File: src/rtl/oct_arb_pkg.sv
// ---------------------------------------------------------------------------
// oct_arb_pkg
//   Shared types and helpers for the 8-way round-robin arbiter.
//   - NUM_REQ / IDX_W : requester count and index width
//   - arb_state_t     : arbiter FSM state
//   - pick_t          : winner index plus found flag
//   - rr_pick()       : first set request bit at or above ptr, wrapping 7->0
// Revision: 1.0
// ---------------------------------------------------------------------------
`default_nettype none

package oct_arb_pkg;

   localparam int NUM_REQ = 8;
   localparam int IDX_W   = 3;

   typedef enum logic {
      IDLE  = 1'b0,
      GRANT = 1'b1
   } arb_state_t;

   typedef struct packed {
      logic             found;
      logic [IDX_W-1:0] idx;
   } pick_t;

   // Walk the candidates from the highest offset down so the lowest offset
   // (closest to ptr) is the last writer and therefore wins. The 3-bit add
   // gives the 7->0 wrap for free.
   function automatic pick_t rr_pick(input logic [NUM_REQ-1:0] req,
                                     input logic [IDX_W-1:0]   ptr);
      pick_t            res;
      logic [IDX_W-1:0] cand;
      res = '0;
      for (int i = NUM_REQ - 1; i >= 0; i--) begin
         cand = ptr + IDX_W'(i);
         if (req[cand]) begin
            res.found = 1'b1;
            res.idx   = cand;
         end
      end
      return res;
   endfunction

endpackage

`default_nettype wire

File: src/rtl/oct_onehot_idx.sv
// ---------------------------------------------------------------------------
// oct_onehot_idx
//   Combinational one-hot to binary encoder. All-zero input gives index 0.
//   Ports:
//     onehot_i [7:0] : one-hot (or zero) vector
//     idx_o    [2:0] : binary index of the set bit
// Revision: 1.0
// ---------------------------------------------------------------------------
`default_nettype none

module oct_onehot_idx
   import oct_arb_pkg::*;
(
   input  logic [NUM_REQ-1:0] onehot_i,
   output logic [IDX_W-1:0]   idx_o
);

   // OR of the indices of all set bits; exact for one-hot, 0 for zero.
   always_comb begin
      idx_o = '0;
      for (int i = 0; i < NUM_REQ; i++) begin
         idx_o = idx_o | (onehot_i[i] ? IDX_W'(i) : '0);
      end
   end

endmodule

`default_nettype wire

File: src/rtl/oct_rr_arbiter.sv
// ---------------------------------------------------------------------------
// oct_rr_arbiter
//   8-requester round-robin arbiter with registered one-hot grant that is
//   held until the holder drops its request. Release and re-grant happen on
//   the same edge when other requests are pending.
//   Ports:
//     clk       : rising-edge clock
//     rst       : synchronous active-high reset
//     req [7:0] : request vector
//     gnt [7:0] : registered one-hot grant or zero
//     gnt_idx   : binary index of gnt (0 when idle)
//     gnt_valid : a grant is active
//     rr_ptr    : current highest-priority index (debug)
//   Optional: define ARB_HOLD_TIMEOUT_EN to force a release after MAX_HOLD
//   consecutive grant cycles.
// Revision: 1.0
// ---------------------------------------------------------------------------
`default_nettype none

module oct_rr_arbiter
   import oct_arb_pkg::*;
#(
   parameter int MAX_HOLD = 16
)(
   input  logic               clk,
   input  logic               rst,
   input  logic [NUM_REQ-1:0] req,
   output logic [NUM_REQ-1:0] gnt,
   output logic [IDX_W-1:0]   gnt_idx,
   output logic               gnt_valid,
   output logic [IDX_W-1:0]   rr_ptr
);

   if (MAX_HOLD < 1 || MAX_HOLD > 255) begin : g_max_hold_range
      $error("oct_rr_arbiter: MAX_HOLD must be within 1..255");
   end

   arb_state_t         state_q, state_d;
   logic [NUM_REQ-1:0] gnt_q, gnt_d;
   logic [IDX_W-1:0]   rr_ptr_q, rr_ptr_d;
   logic [IDX_W-1:0]   w_holder;
   logic               w_timeout;
   pick_t              w_pick;

`ifdef ARB_HOLD_TIMEOUT_EN
   logic [7:0] cnt_q, cnt_d;
   assign w_timeout = (cnt_q == 8'(MAX_HOLD - 1));
`else
   assign w_timeout = 1'b0;
`endif

   oct_onehot_idx u_enc (
      .onehot_i (gnt_q),
      .idx_o    (w_holder)
   );

   // rr_ptr already sits one past the current holder, so searching from it
   // on release puts the holder at lowest priority.
   assign w_pick = rr_pick(req, rr_ptr_q);

   // State register
   always_ff @(posedge clk) begin
      if (rst) begin
         state_q  <= IDLE;
         gnt_q    <= '0;
         rr_ptr_q <= '0;
`ifdef ARB_HOLD_TIMEOUT_EN
         cnt_q    <= '0;
`endif
      end else begin
         state_q  <= state_d;
         gnt_q    <= gnt_d;
         rr_ptr_q <= rr_ptr_d;
`ifdef ARB_HOLD_TIMEOUT_EN
         cnt_q    <= cnt_d;
`endif
      end
   end

   // Next-state logic
   always_comb begin
      state_d  = state_q;
      gnt_d    = gnt_q;
      rr_ptr_d = rr_ptr_q;
`ifdef ARB_HOLD_TIMEOUT_EN
      cnt_d    = cnt_q;
`endif
      if (state_q == IDLE || !req[w_holder] || w_timeout) begin
         // Arbitrate: from idle, or on release by the holder
         if (w_pick.found) begin
            state_d  = GRANT;
            gnt_d    = NUM_REQ'(1) << w_pick.idx;
            rr_ptr_d = w_pick.idx + IDX_W'(1);
`ifdef ARB_HOLD_TIMEOUT_EN
            cnt_d    = '0;
`endif
         end else begin
            state_d = IDLE;
            gnt_d   = '0;
         end
      end else begin
`ifdef ARB_HOLD_TIMEOUT_EN
         cnt_d = cnt_q + 8'd1;
`endif
      end
   end

   // Outputs (all derived from registers only)
   always_comb begin
      gnt       = gnt_q;
      gnt_idx   = w_holder;
      gnt_valid = (state_q == GRANT);
      rr_ptr    = rr_ptr_q;
   end

endmodule

`default_nettype wire

File: config.mk
export PLATFORM = sky130hd
export DESIGN_NAME = oct_rr_arbiter
export DESIGN_NICKNAME = d
export VERILOG_FILES = /design/src/rtl/oct_arb_pkg.sv /design/src/rtl/oct_onehot_idx.sv /design/src/rtl/oct_rr_arbiter.sv
export SDC_FILE = /design/constraint.sdc
export NUM_CORES = 1
export LEC_CHECK = 0
export ABC_AREA = 1
export CORE_ASPECT_RATIO = 0.7
export CORE_MARGIN = 1
export CORE_UTILIZATION = 63
export DETAILED_ROUTE_END_ITERATION = 10
export DONT_BUFFER_PORTS = 1
export GPL_TIMING_DRIVEN = 0
export PLACE_DENSITY_LB_ADDON = 0.08
export SETUP_SLACK_MARGIN = 0.02
export SLEW_MARGIN = 20
export SYNTH_ARGS = -nofsm -noshare
export SYNTH_HDL_FRONTEND = slang
export SYNTH_HIERARCHICAL = 1
export SYNTH_SLANG_ARGS = --single-unit
File: constraint.sdc
create_clock -name clk -period 3.6 [get_ports clk]
set_clock_uncertainty 0.05 [all_clocks]
set_input_delay 0.36 -clock clk [delete_from_list [all_inputs] [get_ports clk]]
set_output_delay 0.36 -clock clk [all_outputs]
set_load 0.05 [all_outputs]
* Word level (Yosys, flattened, before mapping)
Index checks and enable logic that the tools add are counted.
** Word-level totals
- Flip-flop bits (word level) :: 12
- Latch bits :: 0
- Memory bits (writable) :: 0
- Memory bits (read-only) :: 0
- Input port bits :: 10
- Output and inout bits :: 15
- Logic and storage cells :: 66
- Memories :: 0
** Cells by class
- Add/sub/neg operators :: 8
- Multiply operators :: 0
- Divide/modulo/power cells :: 0
- Order comparisons :: 9
- Equal/unequal tests :: 0
- Shift operators :: 1
- Mux-type cells :: 35
- Bitwise logic cells :: 7
- Reductions and logical operators :: 3
** Operators by type and width (number)
- 3-bit by 4-bit less-than comparator with 1-bit output, second input constant :: 9
- 4-bit 2-to-1 mux :: 8
- 1-bit binary-select mux with 3-bit select :: 9
- 3-bit bitwise OR :: 6
- 3-bit adder, second input constant :: 4
- 3-bit 2-to-1 mux :: 4
- 1-bit 2-to-1 mux :: 11
- 8-bit 2-to-1 mux :: 1
- 1-bit by 3-bit left shift with 8-bit output, first input constant :: 1
- 3-bit by 1-bit adder with 3-bit output, second input constant :: 2
- 3-bit by 2-bit adder with 3-bit output, second input constant :: 2
- 2-bit 2-to-1 mux :: 2
- 2-bit AND reduction :: 1
- 1-bit zero test :: 1
- 1-bit logical OR :: 1
- 1-bit inverter :: 1

* Logic depth before layout (Yosys ltp)
- Depth after elaboration :: 13
- Gate-level depth with buffers :: 22
- Depth with buffers taken out :: 21

* By module
Netlist, hierarchy kept.
** By module, submodules not included
- oct_rr_arbiter :: times used 1, cells an instance 213, area an instance 1199.9 um^2, seq. area each 240.2 um^2
- oct_onehot_idx :: times used 1, cells an instance 8, area an instance 32.5 um^2, seq. area each 0.0 um^2

* Worst setup path after synthesis
Ideal clock, no wire load.
- Path type :: flip-flop to flip-flop
- Start :: reg rr_ptr_q[1], in the netlist rr_ptr[1]
- End :: reg rr_ptr_q[2], in the netlist rr_ptr[2]
- Setup time :: 0.126 ns
- Data arrival time :: 2.769 ns
- Data required time :: 3.424 ns
- Slack :: 0.655 ns
- Cell stages (with the launch flop) :: 20
- Path buffers :: 2
- Clock period less this slack :: 2.945 ns
- Path through :: dfxtp_1 -> buf_4 -> clkinv_4 -> ha_1 -> buf_2 -> inv_1 -> nand3_1 -> nand3_1 -> nand2_2 -> a21oi_1 -> nand3_1 -> nand2_1 -> nand2_1 -> nand2_1 -> nand2_2 -> nand3_1 -> inv_1 -> ha_1 -> o21ai_0 -> a21oi_1
** Between the ends
- Word-level cells in the longest chain between the ends :: 12
- Elaborated cells between the ends (all ways) :: 33
- Those cells by class :: add/sub: 8; mux: 24; reduce/logical: 1
** RTL lines
- from (decl) :: line oct_rr_arbiter.sv:40 : logic [IDX_W-1:0] rr_ptr_q, rr_ptr_d;
- from (signal assigned) :: line oct_rr_arbiter.sv:73 : rr_ptr_q <= rr_ptr_d;
- 3-bit adder :: line oct_arb_pkg.sv:36 : cand = ptr + IDX_W'(i);
- 1-bit binary-select mux with 3-bit select :: line oct_arb_pkg.sv:37 : if (req[cand]) begin
- 1-bit 2-to-1 mux (not written as such) :: line oct_arb_pkg.sv:37
- 4-bit 2-to-1 mux (7 in a row) :: line oct_arb_pkg.sv:37
- 4-bit 2-to-1 mux (*) :: line oct_arb_pkg.sv:37
- 3-bit by 1-bit adder with 3-bit output / 2-bit AND reduction (equally long branches)
Every way passes the cells marked *; elsewhere a longest branch is shown, timed or not. The select of a mux whose other input is x is not followed.
A chain may end at the register's enable or synchronous reset.

* Worst setup path after layout
Ends and elaborated chain as after synthesis.

==> results.sh <==
export IMPL_status="finished clean"
export IMPL_drv_slew=0
export IMPL_die_y_um=39.0
export IMPL_finalWirelength_um=3500
export IMPL_synth_area_leaders="nand2_1 (23%), dfxtp_1 (19%), nand3_1 (17%)"
export IMPL_cp_end_kind="register"
export IMPL_synthesis_area_um2=1230
export IMPL_rrSetupSlack_ps=390
export IMPL_critPathLaunchType="register"
export IMPL_cp_num_buf_inv=5
export IMPL_root_buffer="clkbuf_4"
export IMPL_endpoint="rr_ptr[2]"
export IMPL_dr_pass1_iters=5
export IMPL_clock_fmax_mhz=312
export IMPL_wl_per_cell_um=14.2
export IMPL_crit_chain="buf_4, clkinv_4, ha_1, buf_2, inv_1, nand3_1, nand3_1, nand2_2, a21oi_1, nand3_1, nand2_1, nand2_1, nand2_1, nand2_2, nand3_1, inv_1, ha_1, o21ai_0, a21oi_1"
export IMPL_slew_headroom=0.509
export IMPL_nets=239
export IMPL_area_growth_pct=5.28
export IMPL_post_synth_inst_count=221
export IMPL_critical_path_cell_count=19
export IMPL_grt_usage=0.356
export IMPL_period_share=0.891
export IMPL_min_from="rst"
export IMPL_drtIter0Drc=76
export IMPL_place_congestion=0.912
export IMPL_holdBufCountCts=0
export IMPL_port_buffers=0
export IMPL_drc=0
export IMPL_routed_top_layer="met4"
export IMPL_post_cts_buffers=0
export IMPL_clock_sinks=12
export IMPL_final_setup_viol_count=0
export IMPL_rsz0062_at_grt="false"
export IMPL_grt_max_degree=11
export IMPL_synth_seq_area_share=0.195
export IMPL_drive_above_1_share=0.147
export IMPL_cts_tree="done"
export IMPL_wl_met1_um=1600
export IMPL_cpPeakStageDelay_ps=510
export IMPL_core_um2=1710
export IMPL_hp_class="in -> reg"
export IMPL_wl_met3_um=486
export IMPL_layout_common_cells="nand2_1 (76), nand3_1 (42), inv_1 (18)"
export IMPL_antenna_found_initial=0
export IMPL_synth_top_area_frac=0.231
export IMPL_ff2ff_path_depth=19
export IMPL_mostFrequentLayoutCell="nand2_1"
export IMPL_clockBufferDepth=2
export IMPL_r2r_start="rr_ptr[1]"
export IMPL_ios=25
export IMPL_grt_pass1_vias=1262
export IMPL_ant_nets=0
export IMPL_nFillCells=145
export IMPL_cp_max_fo=9
export IMPL_avgSynthCellArea_um2=5.58
export IMPL_synth_seq_cells=12
export IMPL_diodes=0
export IMPL_yosys_warnings=6
export IMPL_grt_overflow_total=0
export IMPL_hpwl_um=2810
export IMPL_cp_arrival_ps=3320
export IMPL_rows=12
export IMPL_worstPathRequired_ps=3710
export IMPL_die_width_um=54.9
export IMPL_floorplan_initialDensity=0.720
export IMPL_hold_violations=0
export IMPL_worstSkewPairLatency_ps=280
export IMPL_met2_length_um=1380
export IMPL_cpMostUsedCell="nand3_1"
export IMPL_routed_via_count=1452
export IMPL_critPathTopFamily="simple AND/OR/NAND/NOR gates"
export IMPL_tightest_slew_ps=735
export IMPL_synth_net_count=234
export IMPL_finalSetupTns_ps=0
export IMPL_grt_pass1_wl_um=5260
export IMPL_htreeDepth=1
export IMPL_reg2reg_to="rr_ptr[2]"
export IMPL_ys_types=25
export IMPL_finalCriticalPeriod_ps=3210
export IMPL_dieArea_um2=2140
export IMPL_clk_pin_slew_ps=80
export IMPL_cts_inserted_buffers=3
export IMPL_synth_largest_area_cell="nand2_1"
export IMPL_crit_slowest_cell="dfxtp_2"
export IMPL_crit_path_start="rr_ptr[1]"
export IMPL_crit_type="reg -> reg"
export IMPL_via_per_inst=5.90
export IMPL_max_cap_violations=0
## timing repair
item                                    CTS  global route
endpoints found under the setup margin    0             1
endpoints found under the hold margin     0             0
resized for setup                         0             2
## per-layer routing
layer,track usage,vias to the layer above
li1,-,723
met1,0.491,633
met2,0.530,90
met3,0.145,6
met4,0.0256,0
met5,0,-
## stage by stage
stage	hold WS, ps	instances	utilization	instance area, um2	worst slack, ps
floorplan	615	221	-	1230	655
global placement	654	242	0.735	1260	386
detailed placement	663	242	0.735	1260	235
CTS	428	246	0.757	1290	221
global route	454	246	0.758	1300	161
finish	443	246	0.758	1300	394
## cells by family (layout without fill, tap and decap cells)
logic type | count (synthesis) | count (layout) | synth area share
and+or+nand+nor | 147 | 147 | 0.532
buffers and inverters | 31 | 35 | 0.109
AOI/OAI and AO/OA | 26 | 26 | 0.118
DFF | 12 | 12 | 0.195
adders and majority gates | 3 | 3 | 0.0305
muxes | 2 | 2 | 0.0162
## state kept, by name, summed over array words and instances (netlist names)
register / count
gnt: 8
rr_ptr: 3
gnt_valid: 1
## how the worst min path moves through the flow
stage / endpoint / slack, ps / cells past startpoint
floorplan: gnt_valid / 610 / 2
global placement: gnt[0] / 650 / 2
detailed placement: gnt[0] / 660 / 2
CTS: gnt_valid / 430 / 2
global route: gnt_valid / 450 / 2
finish: gnt_valid / 440 / 2
## worst reg2reg max path, delay by kind of cell (launching register included)
family | cells | cell delay [ps]
buffers and inverters | 5 | 760
adders and majority gates | 2 | 530
AOI/OAI and AO/OA | 3 | 360
and+or+nand+nor | 9 | 880
DFF | 1 | 510
## cell type report
cell class,count,area (um2),share of cell area
Buffer,4,27.5,0.0212
Clock buffer,4,36.3,0.0280
Inverter,27,106,0.0820
Multi-Input combinational cell,178,858,0.662
Sequential cell,12,243,0.187
Tap cell,21,26.3,0.0203
## synth_stat cells
cell	n
clkinv_4	1
mux2i_1	2
inv_2	7
a21oi_2	2
inv_1	18
nor2_2	2
o21ai_0	4
dfxtp_1	12
clkinv_1	1
nor2_1	15
o21ai_1	2
a21oi_1	16
buf_1	1
ha_1	3
nand3_1	42
o221ai_1	1
buf_4	1
nand2_1	76
nand2_2	7
nand3_2	3
nand2_4	1
buf_6	1
o21ai_2	1
nand4_1	1
buf_2	1
Power is left out: the tool's default activity adds up to more than one toggle a clock period on the data nets, which glitch-free logic cannot reach.
